$ cat config.mk
export PLATFORM = sky130hd
export DESIGN_NAME = sliding_window_stream
export DESIGN_NICKNAME = d
export VERILOG_FILES = /design/src/rtl/sliding_window_pkg.sv /design/src/rtl/sliding_window_stream_line_buffer.sv /design/src/rtl/sliding_window_stream.sv
export SDC_FILE = /design/constraint.sdc
export NUM_CORES = 1
export LEC_CHECK = 0
export ABC_AREA = 0
export CAP_MARGIN = 20
export CORE_MARGIN = 4
export CORE_UTILIZATION = 33
export CTS_CLUSTER_DIAMETER = 60
export DETAILED_ROUTE_END_ITERATION = 7
export DONT_BUFFER_PORTS = 1
export PLACE_DENSITY = 0.46
export SLEW_MARGIN = 0
export SYNTH_ARGS = -nofsm -noshare
export SYNTH_HDL_FRONTEND = slang
export SYNTH_SLANG_ARGS = --single-unit
$ cat constraint.sdc
create_clock -name clk -period 2.3 [get_ports clk]
set_input_delay 0.23 -clock clk [delete_from_list [all_inputs] [get_ports clk]]
set_output_delay 0.23 -clock clk [all_outputs]
set_load 0.01 [all_outputs]
$ cat src/rtl/sliding_window_pkg.sv
// Shared helpers for the sliding window stream block:
// window bit offsets, counter widths and window counts.
package sliding_window_pkg;

   // Counter width that stays legal for a modulus of 1.
   function automatic int cnt_w(input int n);
      return (n > 1) ? $clog2(n) : 1;
   endfunction

   function automatic int window_idx(
      input int ch,
      input int r,
      input int c,
      input int k,
      input int dw
   );
      return ((ch * k + r) * k + c) * dw;
   endfunction

   function automatic int windows_per_frame(
      input int rs,
      input int cs,
      input int k,
      input int s
   );
      return ((rs - k) / s + 1) * ((cs - k) / s + 1);
   endfunction

endpackage

$ cat src/rtl/sliding_window_stream_line_buffer.sv
// One-row delay line: circular buffer whose shared read/write
// pointer advances on every accepted pixel.
module line_buffer
   import sliding_window_pkg::*;
#(
   parameter int DEPTH = 5,
   parameter int WIDTH = 8
) (
   input  logic             clk,
   input  logic             rst,
   input  logic             en,
   input  logic [WIDTH-1:0] din,
   output logic [WIDTH-1:0] dout
);

   localparam int PW = cnt_w(DEPTH);
   localparam logic [PW-1:0] LAST = PW'(DEPTH - 1);

   logic [WIDTH-1:0] mem [DEPTH];
   logic [PW-1:0]    ptr;

   // Read-before-write: dout is the entry written one row ago.
   assign dout = mem[ptr];

   always_ff @(posedge clk) begin
      if (rst) begin
         ptr <= '0;
      end else if (en) begin
         ptr <= (ptr == LAST) ? '0 : ptr + PW'(1);
      end
   end

   always_ff @(posedge clk) begin
      if (en) begin
         mem[ptr] <= din;
      end
   end

endmodule

$ cat src/rtl/sliding_window_stream.sv
// Raster-order pixel stream to KxK windows at a given stride,
// multi-channel, with valid/ready on both sides.
module sliding_window_stream
   import sliding_window_pkg::*;
#(
   parameter int DATA_WIDTH = 8,
   parameter int KERNEL_DIM = 3,
   parameter int ROW_SIZE   = 5,
   parameter int COL_SIZE   = 5,
   parameter int STRIDE     = 1,
   parameter int CHANNELS   = 1
) (
   input  logic clk,
   input  logic rst,
   input  logic in_valid,
   output logic in_ready,
   input  logic [CHANNELS*DATA_WIDTH-1:0] in_pixel,
   output logic out_valid,
   input  logic out_ready,
   output logic [CHANNELS*KERNEL_DIM*KERNEL_DIM*DATA_WIDTH-1:0] out_window,
   output logic [$clog2(COL_SIZE)-1:0] out_row,
   output logic [$clog2(ROW_SIZE)-1:0] out_col,
   output logic frame_done
);

   localparam int K  = KERNEL_DIM;
   localparam int DW = DATA_WIDTH;
   localparam int PW = CHANNELS * DATA_WIDTH;
   localparam int WW = CHANNELS * K * K * DATA_WIDTH;
   localparam int RW = $clog2(COL_SIZE);
   localparam int CW = $clog2(ROW_SIZE);
   localparam int SW = cnt_w(STRIDE);

   localparam logic [CW-1:0] COL_LAST  = CW'(ROW_SIZE - 1);
   localparam logic [RW-1:0] ROW_LAST  = RW'(COL_SIZE - 1);
   localparam logic [CW-1:0] COL_FIRST = CW'(K - 1);
   localparam logic [RW-1:0] ROW_FIRST = RW'(K - 1);
   localparam logic [SW-1:0] PH_LAST   = SW'(STRIDE - 1);

   logic          accept;
   logic          emit;
   logic          last_px;
   logic [CW-1:0] col;
   logic [RW-1:0] row;
   logic [SW-1:0] col_ph;
   logic [SW-1:0] row_ph;
   logic [PW-1:0] lb_in  [K-1];
   logic [PW-1:0] lb_out [K-1];
   logic [PW-1:0] tap    [K];
   logic [WW-1:0] win_q;
   logic [WW-1:0] win_d;

   assign in_ready = !out_valid || out_ready;
   assign accept   = in_valid && in_ready;
   assign last_px  = (row == ROW_LAST) && (col == COL_LAST);

   // Phase counters are zero exactly on stride-aligned positions.
   assign emit = accept
              && (row >= ROW_FIRST) && (col >= COL_FIRST)
              && (row_ph == '0) && (col_ph == '0);

   always_ff @(posedge clk) begin
      if (rst) begin
         col    <= '0;
         row    <= '0;
         col_ph <= '0;
         row_ph <= '0;
      end else if (accept) begin
         if (col == COL_LAST) begin
            col    <= '0;
            col_ph <= '0;
            row    <= (row == ROW_LAST) ? '0 : row + RW'(1);
            row_ph <= (row == ROW_LAST || row < ROW_FIRST
                       || row_ph == PH_LAST) ? '0 : row_ph + SW'(1);
         end else begin
            col    <= col + CW'(1);
            col_ph <= (col < COL_FIRST || col_ph == PH_LAST)
                    ? '0 : col_ph + SW'(1);
         end
      end
   end

   for (genvar i = 0; i < K - 1; i++) begin : g_lb
      if (i == 0) begin : g_head
         assign lb_in[i] = in_pixel;
      end else begin : g_link
         assign lb_in[i] = lb_out[i-1];
      end
      line_buffer #(
         .DEPTH (ROW_SIZE),
         .WIDTH (PW)
      ) u_lb (
         .clk  (clk),
         .rst  (rst),
         .en   (accept),
         .din  (lb_in[i]),
         .dout (lb_out[i])
      );
   end

   // tap[0] is the oldest row, tap[K-1] the incoming pixel.
   for (genvar r = 0; r < K - 1; r++) begin : g_tap
      assign tap[r] = lb_out[K-2-r];
   end
   assign tap[K-1] = in_pixel;

   always_comb begin
      win_d = win_q;
      for (int ch = 0; ch < CHANNELS; ch++) begin
         for (int r = 0; r < K; r++) begin
            for (int c = 0; c < K - 1; c++) begin
               win_d[window_idx(ch, r, c, K, DW) +: DW] =
                  win_q[window_idx(ch, r, c + 1, K, DW) +: DW];
            end
            win_d[window_idx(ch, r, K - 1, K, DW) +: DW] =
               tap[r][ch*DW +: DW];
         end
      end
   end

   always_ff @(posedge clk) begin
      if (accept) begin
         win_q <= win_d;
      end
   end

   always_ff @(posedge clk) begin
      if (rst) begin
         out_valid  <= 1'b0;
         out_window <= '0;
         out_row    <= '0;
         out_col    <= '0;
         frame_done <= 1'b0;
      end else begin
         frame_done <= accept && last_px;
         if (emit) begin
            out_valid  <= 1'b1;
            out_window <= win_d;
            out_row    <= row - ROW_FIRST;
            out_col    <= col - COL_FIRST;
         end else if (out_ready) begin
            out_valid  <= 1'b0;
         end
      end
   end

endmodule
After elaboration in Yosys (flattened, before gate mapping):

Memories as Yosys holds them, arrays and structs flattened. A register that Yosys moved wholly into a read port is not among the register bits.
Cells that the tools add are included.

* add/subtract/negate cells: 8
* magnitude comparators: 4
* equal/unequal tests: 4
* multiplexer cells: 15
* bitwise operators: 2
* reduce and logical (&&, ||, !) cells: 14

Operators by type and width (count)
* 3-bit two-way mux: 8
* 3-bit by 1-bit adder with 3-bit output, second input constant: 4
* 3-bit equality test, second input constant: 4
* 1-bit logical AND: 7
* 1-bit two-way mux: 7
* 3-bit by 2-bit >= comparator with 1-bit output, second input constant: 2
* 3-bit by 2-bit < comparator with 1-bit output, second input constant: 2
* 3-bit by 2-bit subtractor with 3-bit output, second input constant: 2
* 1-bit logical OR: 4
* 1-bit adder, second input constant: 2
* 1-bit NOT: 2
* 2-bit AND reduction: 1
* 2-bit nonzero test: 1
* 1-bit logical NOT: 1

* bits in registers: 166
* RAM bits: 80
* input bits: 12
* output and inout bits: 81
* memories kept: 2

Memory list
* g_lb[0].u_lb.mem: depth 5, bits a word 8, read ports 1, clocked after Yosys merged registers in 1, wr ports 1, line sliding_window_stream_line_buffer.sv:19 `logic [WIDTH-1:0] mem [DEPTH];`
* g_lb[1].u_lb.mem: depth 5, bits a word 8, read ports 1, clocked after Yosys merged registers in 1, wr ports 1, line sliding_window_stream_line_buffer.sv:19

Logic depth before layout (Yosys ltp):

Gate-level depths: netlist of run 1.

* word-level depth: 8
* mapped depth: 8

By module:

Synthesis of run 1 repeated with hierarchy kept, for this count alone.

* cell total of the unflattened synthesis: 674
* area, all modules: 9102.5 sq um

Modules (own cells, without submodules)
* sliding_window_stream: instances 1, cells each 450, area an instance 5479.0 sq um, sequential area each 3203.1 sq um
* line_buffer: instances 2, cells each 112, area an instance 1811.7 sq um, sequential area each 1321.3 sq um

Worst setup path after synthesis of run 1:

No wires, ideal clock.

* kind: flip-flop to flip-flop
* start: reg out_valid
* end: mem g_lb[0].u_lb.mem[2][0] (enable)
* arrival: 1643 ps
* data required time: 1905 ps
* setup slack: 262 ps
* cell stages (with the launch flop): 5
* path buffers: 1
* period minus slack after synthesis: 2038 ps
* cell sequence: dfxtp_1 > nand2b_2 > nand2_1 > buf_2 > nor4_1

* longest elaborated chain between the ends: 5

RTL lines
* from (decl): line sliding_window_stream.sv:18 `output logic out_valid,`
* from (signal assigned): line sliding_window_stream.sv:129 `out_valid <= 1'b0;`
* from (signal assigned): line sliding_window_stream.sv:137 `out_valid <= 1'b1;`
* from (signal assigned): line sliding_window_stream.sv:142 `out_valid <= 1'b0;`
* 1-bit logical NOT: line sliding_window_stream.sv:53 `assign in_ready = !out_valid || out_ready;`
* 1-bit logical OR: line sliding_window_stream.sv:53
* net in_ready: line sliding_window_stream.sv:16 `output logic in_ready,`
* 1-bit logical AND: line sliding_window_stream.sv:54 `assign accept = in_valid && in_ready;`
* 1-bit two-way mux: line sliding_window_stream_line_buffer.sv:34 `if (en) begin`
* 1-bit two-way mux (implied by the code): line sliding_window_stream_line_buffer.sv:35 `mem[ptr] <= din;`
* to (decl): line sliding_window_stream_line_buffer.sv:19

The timed path passes the listed nets, and every way through them passes these cells.

Worst setup path in the final report of run 1:

* start: reg row[0]
* end: reg out_window[67]

* longest elaborated chain between the ends: 5

RTL lines
* from (decl): line sliding_window_stream.sv:44 `logic [RW-1:0] row;`
* from (signal assigned): line sliding_window_stream.sv:72 `row <= (row == ROW_LAST) ? '0 : row + RW'(1);`
* 3-bit by 2-bit >= comparator with 1-bit output: line sliding_window_stream.sv:59 `&& (row >= ROW_FIRST) && (col >= COL_FIRST)`
* 1-bit logical AND (2 in a row): line sliding_window_stream.sv:59
* 1-bit logical AND (2 in a row): line sliding_window_stream.sv:60 `&& (row_ph == '0) && (col_ph == '0);`
* to (signal assigned): line sliding_window_stream.sv:138 `out_window <= win_d;`
* to (decl): line sliding_window_stream.sv:20 `output logic [CHANNELS*KERNEL_DIM*KERNEL_DIM*DATA_WIDTH-1:0] out_window,`

Every way passes these cells.
A chain may end at the register's enable or synchronous reset.

==> results of run 1 <==
-- flip-flops by register name, summed over array words and instances (netlist names), named ones only --
name           count
col                3
row_ph             1
row                3
out_valid          1
out_window        72
g_lb.u_lb.ptr      6
win_q             48
g_lb.u_lb.mem     80
frame_done         1
out_col            3
out_row            3
col_ph             1
-- cell usage in the layout (no fill, tap or decap), types with 2 or more instances in the layout --
cell type	count
mux2i_1	17
nor4_1	8
o21ai_0	66
a21oi_1	91
a22o_1	16
mux2_4	3
nor2_1	6
and4_1	2
ha_1	12
clkbuf_1	5
o22ai_1	16
or2_2	2
inv_1	14
dfxtp_1	100
dlygate4sd3_1	8
mux2_2	12
nand2_1	13
and3b_1	2
nand3_1	61
clkinv_2	6
buf_4	30
edfxtp_1	128
nand3b_1	4
nor2b_1	19
clkbuf_16	25
or3_1	2
clkbuf_8	6
-- final cells by class --
cell class	instances	area (um2)	share of cell area
Sequential cell	228	5850	0.598
Multi-Input combinational cell	365	2300	0.235
Clock inverter	10	81.3	0.00832
Tap cell	330	413	0.0422
Timing Repair Buffer	40	353	0.0361
Clock buffer	36	727	0.0744
Inverter	15	56.3	0.00576
-- worst paths after layout --
path                                               endpoint  cells past startpoint  slack, ns           startpoint
worst max register to register  out_window[67]$_SDFFE_PP0P_                      7       0.24  row[0]$_SDFFE_PP0P_
worst min register to register          win_q[11]$_DFFE_PN_                      0       0.45  win_q[19]$_DFFE_PN_
worst max-delay path            out_window[67]$_SDFFE_PP0P_                      7       0.24  row[0]$_SDFFE_PP0P_
worst min-delay path            out_window[47]$_SDFFE_PP0P_                      2       0.05                  rst
-- what timing repair did --
action,CTS,global route
hold buffers,9,0
endpoints found under the setup margin,0,0
hold endpoints to repair,148,0
-- per-layer routing --
layer  vias up  GRT usage
met3        23     0.0366
li1       2474          -
met5         -          0
met1      2597      0.179
met4         2     0.0328
met2       109      0.220
-- critical path, delay by kind of cell, from the launching register on --
family	cells	cell delay (ns)
buf+inv	2	0.47
flops	1	0.38
compound gates	3	0.77
simple gates	1	0.16
fa+ha+maj	1	0.19
-- cell families (layout without fill, tap and decap cells) --
kind of cell	count (synthesis)	after routing
fa+ha+maj	12	12
mux	33	33
compound gates	193	193
xor+xnor	1	1
simple gates	126	126
flops	228	228
buf+inv	65	101
-- cells in the mapped netlist (6+ instances only) --
cell type,count
mux2_2,12
a22o_1,16
o21ai_0,66
a21oi_1,91
nor4_1,8
nand3_1,61
clkbuf_1,12
ha_1,12
nand2_1,13
inv_1,15
dfxtp_1,100
nor2_1,6
mux2i_1,17
edfxtp_1,128
buf_2,25
nor2b_1,19
o22ai_1,16
-- power by group through the flow --
stage | Combinational, mW | Clock [mW] | Sequential [mW]
2_1_floorplan | 0.295 | 0 | 4.61
3_3_place_gp | 0.418 | 0 | 4.63
3_5_place_dp | 0.424 | 0 | 4.63
4_1_cts | 0.484 | 3.96 | 4.55
5_1_grt | 0.522 | 4.17 | 4.56
6_report | 0.476 | 3.86 | 4.55
==> results by group, run 1 <==
Setup path
  • CP Capture Type: register
  • Worst-path maximum fanout: 28
  • Critical path class: reg2reg
  • Worst path slowest cell: o21ai_4
  • CP required: 2.73 ns
  • Arrival @ worst endpoint: 2.49 ns
  • CP cell instances: inv_1 > ha_1 > nor2b_1 > o21ai_4 > buf_4 > o21ai_0 > a21oi_1
  • Critical path launch point type: register
  • Critical Path Max Stage Delay: 0.44 ns

Clock tree
  • Worst-Skew Late Latency: 0.52 ns
  • Bufs on Longest Clock Path: 3
  • Number of CTS-inserted buffers: 25
  • # resized after CTS: 0
  • CTS tree: built
  • Post-CTS setup buffers: 0
  • Clk sink count: 228
  • CTS H-Tree Depth: 1
  • Clk slew on worst S/H paths: 0.06 ns
  • Root Buffer: clkbuf_16

STA
  • Hold WS: 0.0491 ns
  • Fmax: 485 MHz
  • Period utilization: 0.896
  • Rel. slew slack: 0.527
  • Unrepaired setup endpoints after global routing: no
  • Final worst slack: 0.239 ns
  • Pins over their slew limit: 0
  • Final Hold Fails: 0
  • Setup skew after layout: 0.0195 ns
  • Endpoints failing setup: 0
  • Setup TNS: 0 ns
  • Transition time of the tightest slew-check pin: 0.708 ns
  • Fin crit period: 2.06 ns

Synth
  • Register area share after synthesis: 0.692
  • Area leader, netlist: edfxtp_1
  • Adder-cell share of the synthesized area: 0.0178
  • Yosys top cell area share: 0.455
  • Complex-gate fraction of the synthesized area: 0.126
  • Flop and latch count out of synthesis: 228
  • Primary FF master, synth: edfxtp_1
  • Cell area after synthesis: 8450 um2
  • Simple logic cell fraction of the synthesized area: 0.0822
  • Largest family of logic cells by synthesized area: compound AO/OA/AOI/OAI gates
  • Ys Warns: 0
  • Yosys cell types: 40
  • Post-Synthesis Cells: 658
  • Post-synth EDFFs: 128
  • Multiplexer share of the synthesized area: 0.0428
  • Syn Area/Cell: 12.8 um2
  • Syn nets: 682
  • Xor and xnor area share after synthesis: 0.00104
  • Synth async-reset ratio: 0
  • Area contributors post-synth: edfxtp_1, dfxtp_1, a21oi_1, o21ai_0, nand3_1

Global routing
  • Global-route wire length before repair: 30700 um
  • Largest net degree at the start of global routing: 95
  • Initial antenna violation count: 1
  • Remaining global-route overflow: 0
  • Number of global-route vias before repair: 5154
  • Total global-route track usage: 0.135

Die
  • # rows: 58
  • Chip Height: 168 um
  • Core Box Area: 25200 um2
  • Starting Density: 0.336
  • IO Pins: 93
  • Die Area: 28200 um2
  • Die W: 168 um

Routing
  • Met1 Wirelength: 8680 um
  • Iteration-0 DRC Markers: 410
  • Highest Signal Layer: met5
  • Routed wire length on met2: 9490 um
  • Pre-antenna DRT Iters: 4
  • Residual DRC: 0
  • DRT Wirelength: 19700 um
  • Vias per std cell: 5.08
  • Post-DR wirelength/cell: 19.2 um
  • Vias: 5205
  • Met3 wire length: 1290 um
  • Post-DRT Antenna Nets: 0

Final layout
  • Layout cell share with drive strength beyond 1: 0.141
  • Util after Layout: 0.388
  • Non-filler cells, final: 1024
  • Filler instances: 2379
  • Design Area, Final: 9770 um2
  • # nets final: 699
  • Number of diodes: 0
  • Area Growth Syn to Fin: 15.6%

Place
  • Gp weighted congestion: 0.792
  • Dpl hpwl: 12800 um
  • Placed cells: 969
  • # port buffers: 0
  • Place WS: 0.266 ns
  • Cell Area, Placed: 8860 um2

Pwr
  • VDD IR max: 0.485 mV
  • Pwr Density: 908 nW/um2
  • Combinational share of power: 0.054
  • Sw Ratio: 0.217
  • Total design power: 8.88 mW
  • Power share of the clock group: 0.434
  • Reg power frac: 0.512
  • Leakage: 3.27 nW
  • Internal power: 6.95 mW
  • Psw: 1.93 mW

Hold path
  • HP Class: in2reg

Run
  • Max-Cap Viols: 0

Outcome
  • Status: finished, final reports clean
No activity file was read; power rests on OpenSTA's default activity.
==> run 2: changes to the inputs <==
--- a/config.mk
+++ b/config.mk
@@ -5,14 +5,14 @@
 export SDC_FILE = /design/constraint.sdc
 export NUM_CORES = 1
 export LEC_CHECK = 0
-export ABC_AREA = 0
+export ABC_AREA = 1
+export BUFFER_PORTS_ARGS = -buffer_cell sky130_fd_sc_hd__buf_2
 export CAP_MARGIN = 20
 export CORE_MARGIN = 4
 export CORE_UTILIZATION = 33
 export CTS_CLUSTER_DIAMETER = 60
 export DETAILED_ROUTE_END_ITERATION = 7
-export DONT_BUFFER_PORTS = 1
-export PLACE_DENSITY = 0.46
+export PLACE_DENSITY = 0.49
 export SLEW_MARGIN = 0
 export SYNTH_ARGS = -nofsm -noshare
 export SYNTH_HDL_FRONTEND = slang
==> results by group, run 2 <==
Outcome
  • Status: finished, final reports clean

Synth
  • Register area share after synthesis: 0.685 (-0.00649)
  • Count leader, synth: nor2_1
  • Syn nets: 840 (+23%)
  • Primary FF master, synth: edfxtp_1
  • Ys Warns: 0 (unchanged)
  • Yosys top cell area share: 0.451 (-0.00427)
  • Post-Synthesis Cells: 816 (+24%)
  • Synth top cells by count: nor2_1, edfxtp_1, dfxtp_1
  • Syn Area/Cell: 10.5 um2 (-19%)
  • Post-synth EDFFs: 128 (unchanged)
  • Area contributors post-synth: edfxtp_1, dfxtp_1, nor2_1, o21ai_0, nand2_1
  • Flop and latch count out of synthesis: 228 (unchanged)
  • Synth async-reset ratio: 0 (unchanged)
  • Area leader, netlist: edfxtp_1
  • Yosys cell types: 24 (-40%)
  • Cell area after synthesis: 8530 um2 (+0.95%)

Routing
  • Iteration-0 DRC Markers: 329 (-20%)
  • Pre-antenna DRT Iters: 4 (unchanged)
  • Vias: 5712 (+9.7%)
  • Vias per std cell: 4.46 (-12%)
  • DRT Wirelength: 18800 um (-4.7%)
  • Post-DR wirelength/cell: 14.6 um (-24%)
  • Residual DRC: 0 (unchanged)
  • Post-DRT Antenna Nets: 0 (unchanged)

STA
  • Setup skew after layout: 0.0155 ns (-0.00400 ns)
  • Fin crit period: 1.94 ns (-0.117 ns)
  • Fmax: 514 MHz (+6.0%)
  • Pins over their slew limit: 0 (unchanged)
  • Transition time of the tightest slew-check pin: 0.677 ns (-0.0301 ns)
  • Rel. slew slack: 0.544 (+0.0169)
  • Setup TNS: 0 ns (unchanged)
  • Final Hold Fails: 0 (unchanged)
  • Hold WS: 0.0224 ns (-0.0267 ns)
  • Unrepaired setup endpoints after global routing: no
  • Period utilization: 0.845 (-0.0508)
  • Endpoints failing setup: 0 (unchanged)

Die
  • Die Area: 28500 um2 (+0.90%)
  • Die W: 169 um (+0.45%)
  • Chip Height: 169 um (+0.45%)
  • # rows: 58 (unchanged)
  • Starting Density: 0.337 (+0.00124)
  • Core Box Area: 25300 um2 (+0.58%)
  • IO Pins: 93 (unchanged)

Pwr
  • Total design power: 9.35 mW (+5.3%)
  • VDD IR max: 0.544 mV (+12%)
  • Pwr Density: 895 nW/um2 (-1.5%)
  • Leakage: 4.54 nW (+39%)

Setup path
  • Critical path class: reg2reg
  • Arrival @ worst endpoint: 2.36 ns (-0.13 ns)
  • Critical path launch point type: register
  • CP Capture Type: register
  • CP required: 2.71 ns (-0.02 ns)
  • Worst-path maximum fanout: 15 (-46%)

Final layout
  • Most frequent cells in the layout: nor2_1, edfxtp_1, dfxtp_1, buf_2, nand2_1
  • Largest reg by FF count: g_lb.u_lb.mem
  • # nets final: 954 (+36%)
  • Filler instances: 2477 (+4.1%)
  • Largest registers: g_lb.u_lb.mem: 80 flops, out_window: 72 flops, win_q: 48 flops
  • Commonest non-fill, non-tap cell in the layout: nor2_1
  • Largest register FFs: 80 (unchanged)
  • Area Growth Syn to Fin: 22.4%
  • Design Area, Final: 10400 um2 (+6.9%)
  • Number of diodes: 0 (unchanged)
  • Layout cell share with drive strength beyond 1: 0.195 (+0.0542)
  • Register area: 5850 um2 (unchanged)
  • Multi-input gate area: 2170 um2 (-5.6%)

Clock tree
  • CTS tree: built
  • Worst-Skew Late Latency: 0.52 ns (about the same)
  • CTS Hold Buffers Added: 4 (-5)
  • Clk slew on worst S/H paths: 0.06 ns (about the same)
  • Number of CTS-inserted buffers: 29 (+16%)
  • Bufs on Longest Clock Path: 3 (unchanged)
  • CTS H-Tree Depth: 1 (unchanged)
  • Post-CTS setup buffers: 0 (unchanged)
  • # resized after CTS: 0 (unchanged)
  • Root Buffer: clkbuf_16
  • Clk sink count: 228 (unchanged)

Global routing
  • Number of global-route vias before repair: 5781 (+12%)
  • Total global-route track usage: 0.132 (-0.00309)
  • Largest net degree at the start of global routing: 87 (-8.4%)
  • Global-route wire length before repair: 30500 um (-0.59%)
  • Remaining global-route overflow: 0 (unchanged)
  • Initial antenna violation count: 0 (-1)

Place
  • Dpl hpwl: 11800 um (-7.7%)
  • Cell Area, Placed: 9460 um2 (+6.8%)
  • # port buffers: 92 (+92)
  • Gp weighted congestion: 0.753 (-5.0%)

Hold path
  • HP Class: in2reg

Run
  • Max-Cap Viols: 0 (unchanged)
## run 2: power breakdown
group	internal (mW)	switching [mW]	total, mW
clock	2.66	1.65	4.31
combinational	0.144	0.323	0.468
sequential	4.51	0.0585	4.57
## run 2: worst paths after layout
kind                                          start  slack (ns)                               end  cells after the start
worst min-delay path                    in_pixel[6]        0.02  g_lb[0].u_lb.mem[0][6]$_DFFE_PP_                      1
worst max register to register  row[0]$_SDFFE_PP0P_        0.36            out_valid$_SDFFE_PP0P_                      9
worst max-delay path            row[0]$_SDFFE_PP0P_        0.36            out_valid$_SDFFE_PP0P_                      9
worst min register to register  row_ph$_SDFFE_PP0P_        0.43               row_ph$_SDFFE_PP0P_                      2
## run 2: area by class of cell
| cell class | instances | area share |
|---|---|---|
| tap | 330 | 0.0395 |
| sequential | 228 | 0.560 |
| clock inverter | 13 | 0.00982 |
| inverter | 88 | 0.0317 |
| clock buffer | 40 | 0.0804 |
| timing repair buffer | 120 | 0.0712 |
| multi-input combinational | 463 | 0.208 |
## run 2: kinds of logic (layout without fill, tap and decap cells)
kind of cell,after synthesis,in the layout,share of synthesized area
buf+inv,125,261,0.0607
fa+ha+maj,12,12,0.0176
simple gates,337,337,0.169
compound gates,114,114,0.0675
flops,228,228,0.685
## run 2: critical path, cell delays in order, from the launching register on
cell and delay (ns):
dfxtp_1 0.36, inv_1 0.10, ha_1 0.20, nand2_1 0.06
nand2_1 0.05, nand2_1 0.10, nor2_4 0.05, inv_2 0.27
a21oi_2 0.08, dlygate4sd3_1 0.56
## run 2: routing by layer
layer  vias up  wire length (um)  track usage
met5         -                 0            0
met2        91              8860        0.226
met3        35               788       0.0280
met4         0               389       0.0296
met1      2674              8730        0.171
li1       2912                 -            -
## run 2: metrics by stage
| stage | worst slack [ns] | util | cells |
|---|---|---|---|
| 6_report | 0.356 | 0.412 | 1282 |
| 5_1_grt | 0.237 | 0.412 | 1282 |
| 4_1_cts | 0.345 | 0.412 | 1282 |
| 3_5_place_dp | 0.602 | 0.374 | 1225 |
| 3_3_place_gp | 0.651 | 0.374 | 1225 |
| 2_1_floorplan | 0.263 | - | 816 |
